[src/rtl/spi_pkg.sv]
// Shared types and constants for the SPI clock engine.
package spi_pkg;

  // Transfer framing states.
  typedef enum logic [1:0] {
    StIdle,
    StRun,
    StTail
  } spi_state_e;

  // SPI modes encoded as {cpol, cpha}.
  localparam logic [1:0] Mode0 = 2'b00;
  localparam logic [1:0] Mode1 = 2'b01;
  localparam logic [1:0] Mode2 = 2'b10;
  localparam logic [1:0] Mode3 = 2'b11;

endpackage

[src/rtl/spi_half_period_timer.sv]
// Half-period counter: counts 0..div (div latched on load), ticks at terminal count.
module spi_half_period_timer #(
  parameter int unsigned DIV_W = 8
) (
  input  logic             i_clk,
  input  logic             i_reset,
  input  logic             i_load,
  input  logic [DIV_W-1:0] i_div,
  input  logic             i_clear,
  input  logic             i_en,
  output logic             o_tick
);

  logic [DIV_W-1:0] div_q;
  logic [DIV_W-1:0] cnt_q;
  logic [DIV_W-1:0] cnt_d;

  assign o_tick = i_en && (cnt_q == div_q);

  // Next count: clear wins, otherwise advance and wrap to zero at the terminal count.
  always_comb begin
    cnt_d = cnt_q;
    if (i_clear) begin
      cnt_d = '0;
    end else if (i_en) begin
      cnt_d = o_tick ? '0 : cnt_q + 1'b1;
    end
  end

  // Counter and latched divisor registers.
  always_ff @(posedge i_clk) begin
    if (i_reset) begin
      cnt_q <= '0;
      div_q <= '0;
    end else begin
      cnt_q <= cnt_d;
      if (i_load) begin
        div_q <= i_div;
      end
    end
  end

endmodule

[src/rtl/spi_sclk_engine.sv]
// SPI master SCLK engine: frames a transfer of 2N edges at a programmable rate and
// emits registered edge, sample and setup strobes.
module spi_sclk_engine
  import spi_pkg::*;
#(
  parameter int unsigned DIV_W = 8,
  parameter int unsigned NB_W  = 6
) (
  input  logic             i_clk,
  input  logic             i_reset,
  input  logic [DIV_W-1:0] i_div,
  input  logic [NB_W-1:0]  i_nbits,
  input  logic             i_cpol,
  input  logic             i_cpha,
  input  logic             i_mstr,
  input  logic             i_start,
  input  logic             i_abort,
  output logic             o_busy,
  output logic             o_done,
  output logic             o_sclk,
  output logic             o_sclk_oe,
  output logic             o_rise,
  output logic             o_fall,
  output logic             o_sample,
  output logic             o_setup
);

  spi_state_e state_q, state_d;
  logic [NB_W:0]   edge_q, edge_d;
  logic [NB_W:0]   k_next;
  logic [NB_W:0]   two_n;
  logic [NB_W-1:0] nbits_q;
  logic            cpol_q, cpha_q;
  logic            sclk_q, sclk_d;
  logic            busy_q, busy_d;
  logic            done_q, done_d;
  logic            rise_q, rise_d;
  logic            fall_q, fall_d;
  logic            sample_q, sample_d;
  logic            setup_q, setup_d;
  logic            tmr_load, tmr_clear, tmr_en, tick;
  logic            start_ok, stop;

  spi_half_period_timer #(
    .DIV_W(DIV_W)
  ) u_timer (
    .i_clk  (i_clk),
    .i_reset(i_reset),
    .i_load (tmr_load),
    .i_div  (i_div),
    .i_clear(tmr_clear),
    .i_en   (tmr_en),
    .o_tick (tick)
  );

  assign start_ok  = i_start && i_mstr && (i_nbits != '0) && !i_abort;
  // Losing master mode kills an active transfer just like an explicit abort.
  assign stop      = i_abort || !i_mstr;
  assign two_n     = {nbits_q, 1'b0};
  assign k_next    = edge_q + 1'b1;
  assign o_sclk_oe = i_mstr;

  // Framing FSM, edge counter and strobe decode.
  always_comb begin
    state_d   = state_q;
    edge_d    = edge_q;
    sclk_d    = sclk_q;
    busy_d    = busy_q;
    done_d    = 1'b0;
    rise_d    = 1'b0;
    fall_d    = 1'b0;
    sample_d  = 1'b0;
    setup_d   = 1'b0;
    tmr_load  = 1'b0;
    tmr_clear = 1'b0;
    tmr_en    = 1'b0;
    unique case (state_q)
      StIdle: begin
        sclk_d    = i_cpol;
        busy_d    = 1'b0;
        tmr_clear = 1'b1;
        if (start_ok) begin
          state_d  = StRun;
          busy_d   = 1'b1;
          edge_d   = '0;
          tmr_load = 1'b1;
          // CPHA=0 needs the first bit on the wire before the leading edge.
          setup_d  = ~i_cpha;
        end
      end
      StRun: begin
        if (stop) begin
          state_d   = StIdle;
          busy_d    = 1'b0;
          sclk_d    = cpol_q;
          tmr_clear = 1'b1;
        end else begin
          tmr_en = 1'b1;
          if (tick) begin
            sclk_d = ~sclk_q;
            rise_d = ~sclk_q;
            fall_d = sclk_q;
            edge_d = k_next;
            // Odd k is the leading edge of a bit, even k the trailing edge.
            if (cpha_q) begin
              setup_d  = k_next[0];
              sample_d = ~k_next[0];
            end else begin
              sample_d = k_next[0];
              setup_d  = ~k_next[0] && (k_next != two_n);
            end
            if (k_next == two_n) begin
              state_d = StTail;
            end
          end
        end
      end
      StTail: begin
        if (stop) begin
          state_d   = StIdle;
          busy_d    = 1'b0;
          sclk_d    = cpol_q;
          tmr_clear = 1'b1;
        end else begin
          tmr_en = 1'b1;
          if (tick) begin
            state_d = StIdle;
            busy_d  = 1'b0;
            done_d  = 1'b1;
          end
        end
      end
      default: begin
        state_d = StIdle;
        busy_d  = 1'b0;
      end
    endcase
  end

  // State, latched transfer settings and registered outputs.
  always_ff @(posedge i_clk) begin
    if (i_reset) begin
      state_q  <= StIdle;
      edge_q   <= '0;
      nbits_q  <= '0;
      cpol_q   <= 1'b0;
      cpha_q   <= 1'b0;
      sclk_q   <= 1'b0;
      busy_q   <= 1'b0;
      done_q   <= 1'b0;
      rise_q   <= 1'b0;
      fall_q   <= 1'b0;
      sample_q <= 1'b0;
      setup_q  <= 1'b0;
    end else begin
      state_q  <= state_d;
      edge_q   <= edge_d;
      sclk_q   <= sclk_d;
      busy_q   <= busy_d;
      done_q   <= done_d;
      rise_q   <= rise_d;
      fall_q   <= fall_d;
      sample_q <= sample_d;
      setup_q  <= setup_d;
      if (tmr_load) begin
        nbits_q <= i_nbits;
        cpol_q  <= i_cpol;
        cpha_q  <= i_cpha;
      end
    end
  end

  assign o_sclk   = sclk_q;
  assign o_busy   = busy_q;
  assign o_done   = done_q;
  assign o_rise   = rise_q;
  assign o_fall   = fall_q;
  assign o_sample = sample_q;
  assign o_setup  = setup_q;

endmodule

[config.mk]
export PLATFORM = sky130hd
export DESIGN_NAME = spi_sclk_engine
export DESIGN_NICKNAME = d
export VERILOG_FILES = /design/src/rtl/spi_pkg.sv /design/src/rtl/spi_half_period_timer.sv /design/src/rtl/spi_sclk_engine.sv
export SDC_FILE = /design/constraint.sdc
export NUM_CORES = 1
export LEC_CHECK = 0
export ABC_AREA = 1
export CAP_MARGIN = 20
export CELL_PAD_IN_SITES_DETAIL_PLACEMENT = 0
export CELL_PAD_IN_SITES_GLOBAL_PLACEMENT = 1
export CORE_MARGIN = 4
export CORE_UTILIZATION = 40
export CTS_BUF_LIST = sky130_fd_sc_hd__clkbuf_16
export DETAILED_ROUTE_END_ITERATION = 6
export DONT_BUFFER_PORTS = 1
export PLACE_DENSITY = 0.74
export SETUP_SLACK_MARGIN = 0.15
export SLEW_MARGIN = 20
export SYNTH_ARGS = -nofsm -noshare
export SYNTH_HDL_FRONTEND = slang
export SYNTH_SLANG_ARGS = --single-unit
[constraint.sdc]
create_clock -name i_clk -period 4.05 [get_ports i_clk]
set_input_delay 0.81 -clock i_clk [delete_from_list [all_inputs] [get_ports i_clk]]
set_output_delay 0.81 -clock i_clk [all_outputs]
set_load 0.01 [all_outputs]
==> flow_summary_export.csv <==
group,metric,value,unit
placement,gp_congestion,0.854,
worst_setup_path,cp_max_fo,14,
floorplanning,num_rows,26,
drt,drc,0,
final_layout,final_area,2470,um^2
synth,ys.warnings.count,0,
synth,syn_avg_cell_area,6.86,um^2
sta,layout_min_cycle_time,2.04,ns
power_and_ir_drop,ir_drop,233,uV
synth,synth.distinct_cells,31,
synth,syn_inst,327,
synth,synth_area_leaders,"dfxtp_1, nand2_1, inv_1",
global_routing,grt_usage,0.155,
worst_setup_path,slowest_stage,"dfxtp_1",
placement,dpl-instance-area,2290,um^2
floorplanning,core_area,5270,um^2
power_and_ir_drop,p_switching,0.571,mW
power_and_ir_drop,pwr-share-seq,0.328,
sta,tns,0,ns
placement,port_buffers,0,
run_status,status,"completed",
flow_run,cap_violations,0,
worst_setup_path,r2r_end,"edge_q[1]$_SDFFE_PP0P_",
power_and_ir_drop,p_int,0.988,mW
power_and_ir_drop,swShare,0.366,
synth,syn-num-nets,354,
sta,slew_headroom,0.439,
power_and_ir_drop,p_per_area,630,nW/um^2
cts,cts_tree,"yes",
sta,worst_pin_slew,0.841,ns
cts,cts_buffers,5,
power_and_ir_drop,comb_power_share,0.350,
power_and_ir_drop,clockPowerShare,0.321,
cts,insertion_delay,0.28,ns
worst_setup_path,crit_buf_inv,2,
worst_setup_path,max_stage_delay,0.38,ns
drt,routed_via_density,4.91,
worst_setup_path,crit_chain,"inv_1, ha_1, inv_2, nor2_1, nand3_2, nor2_4, nand2_4, nand2_4, nand3_4, nand2_1, o21ai_1, and2_1",
sta,rsz0062_at_grt,"no",
sta,finalHoldViolCount,0,
final_layout,nets,354,
worst_setup_path,worstPathRequired,4.22,ns
sta,finalClockSkew,0.00428,ns
drt,vias,1948,
worst_setup_path,crit_path_frequent_cell,"nand2_4",
drt,postRouteAntennaNets,0,
cts,cts.sinks,40,
worst_hold_path,min_to,"nbits_q[0]$_SDFFE_PP0P_",
worst_setup_path,end_kind,"register",
worst_setup_path,startpoint_type,"register",
synth,synth_top_area_frac,0.357,
global_routing,grt_max_degree,30,
cts,ctsLongestPathBuffers,2,
worst_setup_path,crit_arrival,2.21,ns
synth,synth-async-reset-ratio,0,
placement,hpwl,3930,um
floorplanning,initial_core_util,0.425,
global_routing,grt_pass1_vias,1840,
worst_setup_path,rr_worst_depth,12,
global_routing,antenna_found_initial,0,
synth,syn_area,2240,um^2
final_layout,drive_gt1_frac,0.138,
worst_hold_path,hold_path_class,"reg2reg",
synth,synthFlopType,"dfxtp_1",
cts,clk_pin_slew,0.06,ns
cts,cts-htree-levels,2,
synth,ys_ff_latch,40,
final_layout,fin_cells,397,
worst_setup_path,r2r_slack,2.01,ns
synth,synth_seq_area_share,0.357,
worst_hold_path,hold_depth,2,
drt,routedWlPerCell,12.9,um
worst_setup_path,r2r-start,"state_q[0]$_SDFFE_PP0P_",
cts,cts-root-buf,"clkbuf_16",
cts,ctsHoldBuffers,0,
placement,placed_cells,390,
floorplanning,die_h,82.9,um
sta,setup_violations,0,
power_and_ir_drop,p_leak,1.03,nW
power_and_ir_drop,power,1.56,mW
worst_setup_path,worstSetupPathType,"reg2reg",
drt,routed_wl,5120,um
drt,drtIter0Drc,81,
cts,ctsResizeCount,0,
worst_setup_path,cp_top_family,"simple AND/OR/NAND/NOR gates",
sta,post-route-period-util,0.503,
final_layout,antenna_cells,0,
sta,slew_violations,0,
worst_hold_path,hp-start,"nbits_q[0]$_SDFFE_PP0P_",
sta,fmax,491,MHz
synth,yosys.area.top_type,"dfxtp_1",
final_layout,syn_to_final_growth,10.4,%
synth,synth_edf_count,0,
drt,firstDrtPassIters,4,
global_routing,grt_pass1_wl,8710,um
cts,postCtsSetupRepairBufs,0,
floorplanning,chipWidth,82.9,um
global_routing,grt_remaining_overflow,0,
floorplanning,pin_count,29,
floorplanning,dieArea,6870,um^2
[tightest hold or removal path, delay by kind of cell (launching register included)]
| kind | cells | cell delay (ns) |
|---|---|---|
| and+or+nand+nor | 1 | 0.06 |
| DFF | 1 | 0.32 |
| AOI/OAI and AO/OA | 1 | 0.05 |
[sequential cells by signal (all words and copies together) (netlist names), 2 cells and up]
register and cells:
state_q 2, u_timer.div_q 8, u_timer.cnt_q 8, edge_q 7, nbits_q 6
[cell usage in the layout (no fill, tap or decap), types with 2 or more instances in the layout]
master	count
a211oi_1	2
a21oi_1	28
a21oi_2	5
bufinv_16	2
clkbuf_16	5
dfxtp_1	40
ha_1	6
inv_1	41
inv_2	11
nand2_1	68
nand2_2	4
nand2_4	3
nand3_1	14
nand3_2	2
nand4_1	4
nor2_1	40
nor2_4	5
nor3_1	4
nor3_2	2
o21ai_0	25
o21ai_1	2
o21ai_2	4
xor2_1	4
[routing by layer]
metal  wire length, um  GRT usage  vias to the layer above  share of wire
li1                  -          -                     1038              -
met1              2760      0.223                      854           0.54
met2              2010      0.220                       50           0.39
met3               272     0.0426                        6          0.053
met4                73     0.0505                        0          0.014
met5                 0          0                        -              0
[layout make-up]
type,count,area (um^2)
fill,566,2800
multi-input combinational,228,1210
sequential,40,801
inverter,52,195
clock buffer,5,125
tap,70,87.6
clock inverter,2,60.1
[how the worst max path moves through the flow]
stage	slack [ns]	startpoint	depth (start not counted)	endpoint
5_1_grt	1.78	state_q[0]$_SDFFE_PP0P_	12	edge_q[1]$_SDFFE_PP0P_
6_report	2.01	state_q[0]$_SDFFE_PP0P_	12	edge_q[1]$_SDFFE_PP0P_
3_5_place_dp	1.89	i_abort	11	edge_q[1]$_SDFFE_PP0P_
3_3_place_gp	1.92	i_mstr	7	u_timer.div_q[7]$_SDFFE_PP0P_
4_1_cts	1.98	state_q[0]$_SDFFE_PP0P_	12	edge_q[1]$_SDFFE_PP0P_
2_1_floorplan	2.15	i_abort	11	edge_q[0]$_SDFFE_PP0P_
[cells by family after synthesis]
kind of cell,synth area share
simple gates,0.321
compound gates,0.168
buf+inv,0.105
flops,0.357
fa+ha+maj,0.0335
xor+xnor,0.0156
[synthesized netlist by cell type, types with 2 or more instances]
master     n
nand2_1   68
inv_1     41
dfxtp_1   40
nor2_1    40
a21oi_1   28
o21ai_0   25
nand3_1   14
inv_2     11
ha_1       6
a21oi_2    5
nor2_4     5
nand2_2    4
nand4_1    4
nor3_1     4
o21ai_2    4
xor2_1     4
clkbuf_1   3
nand2_4    3
a211oi_1   2
buf_2      2
nand3_2    2
nor3_2     2
o21ai_1    2
[through the flow]
stage	hold slack, ns	worst slack [ns]	util
floorplan	0.443	2.15	-
global placement	0.460	1.92	0.434
detailed placement	0.464	1.89	0.434
CTS	0.472	1.98	0.470
global route	0.488	1.78	0.470
finish	0.471	2.01	0.470
[power by group through the flow]
stage	Sequential, mW	Clock, mW	Combinational (mW)
floorplan	0.506	0	0.465
global placement	0.520	0	0.550
detailed placement	0.521	0	0.545
CTS	0.512	0.516	0.549
global route	0.524	0.530	0.629
finish	0.512	0.501	0.546
No activity file was read; power rests on OpenSTA's default activity.
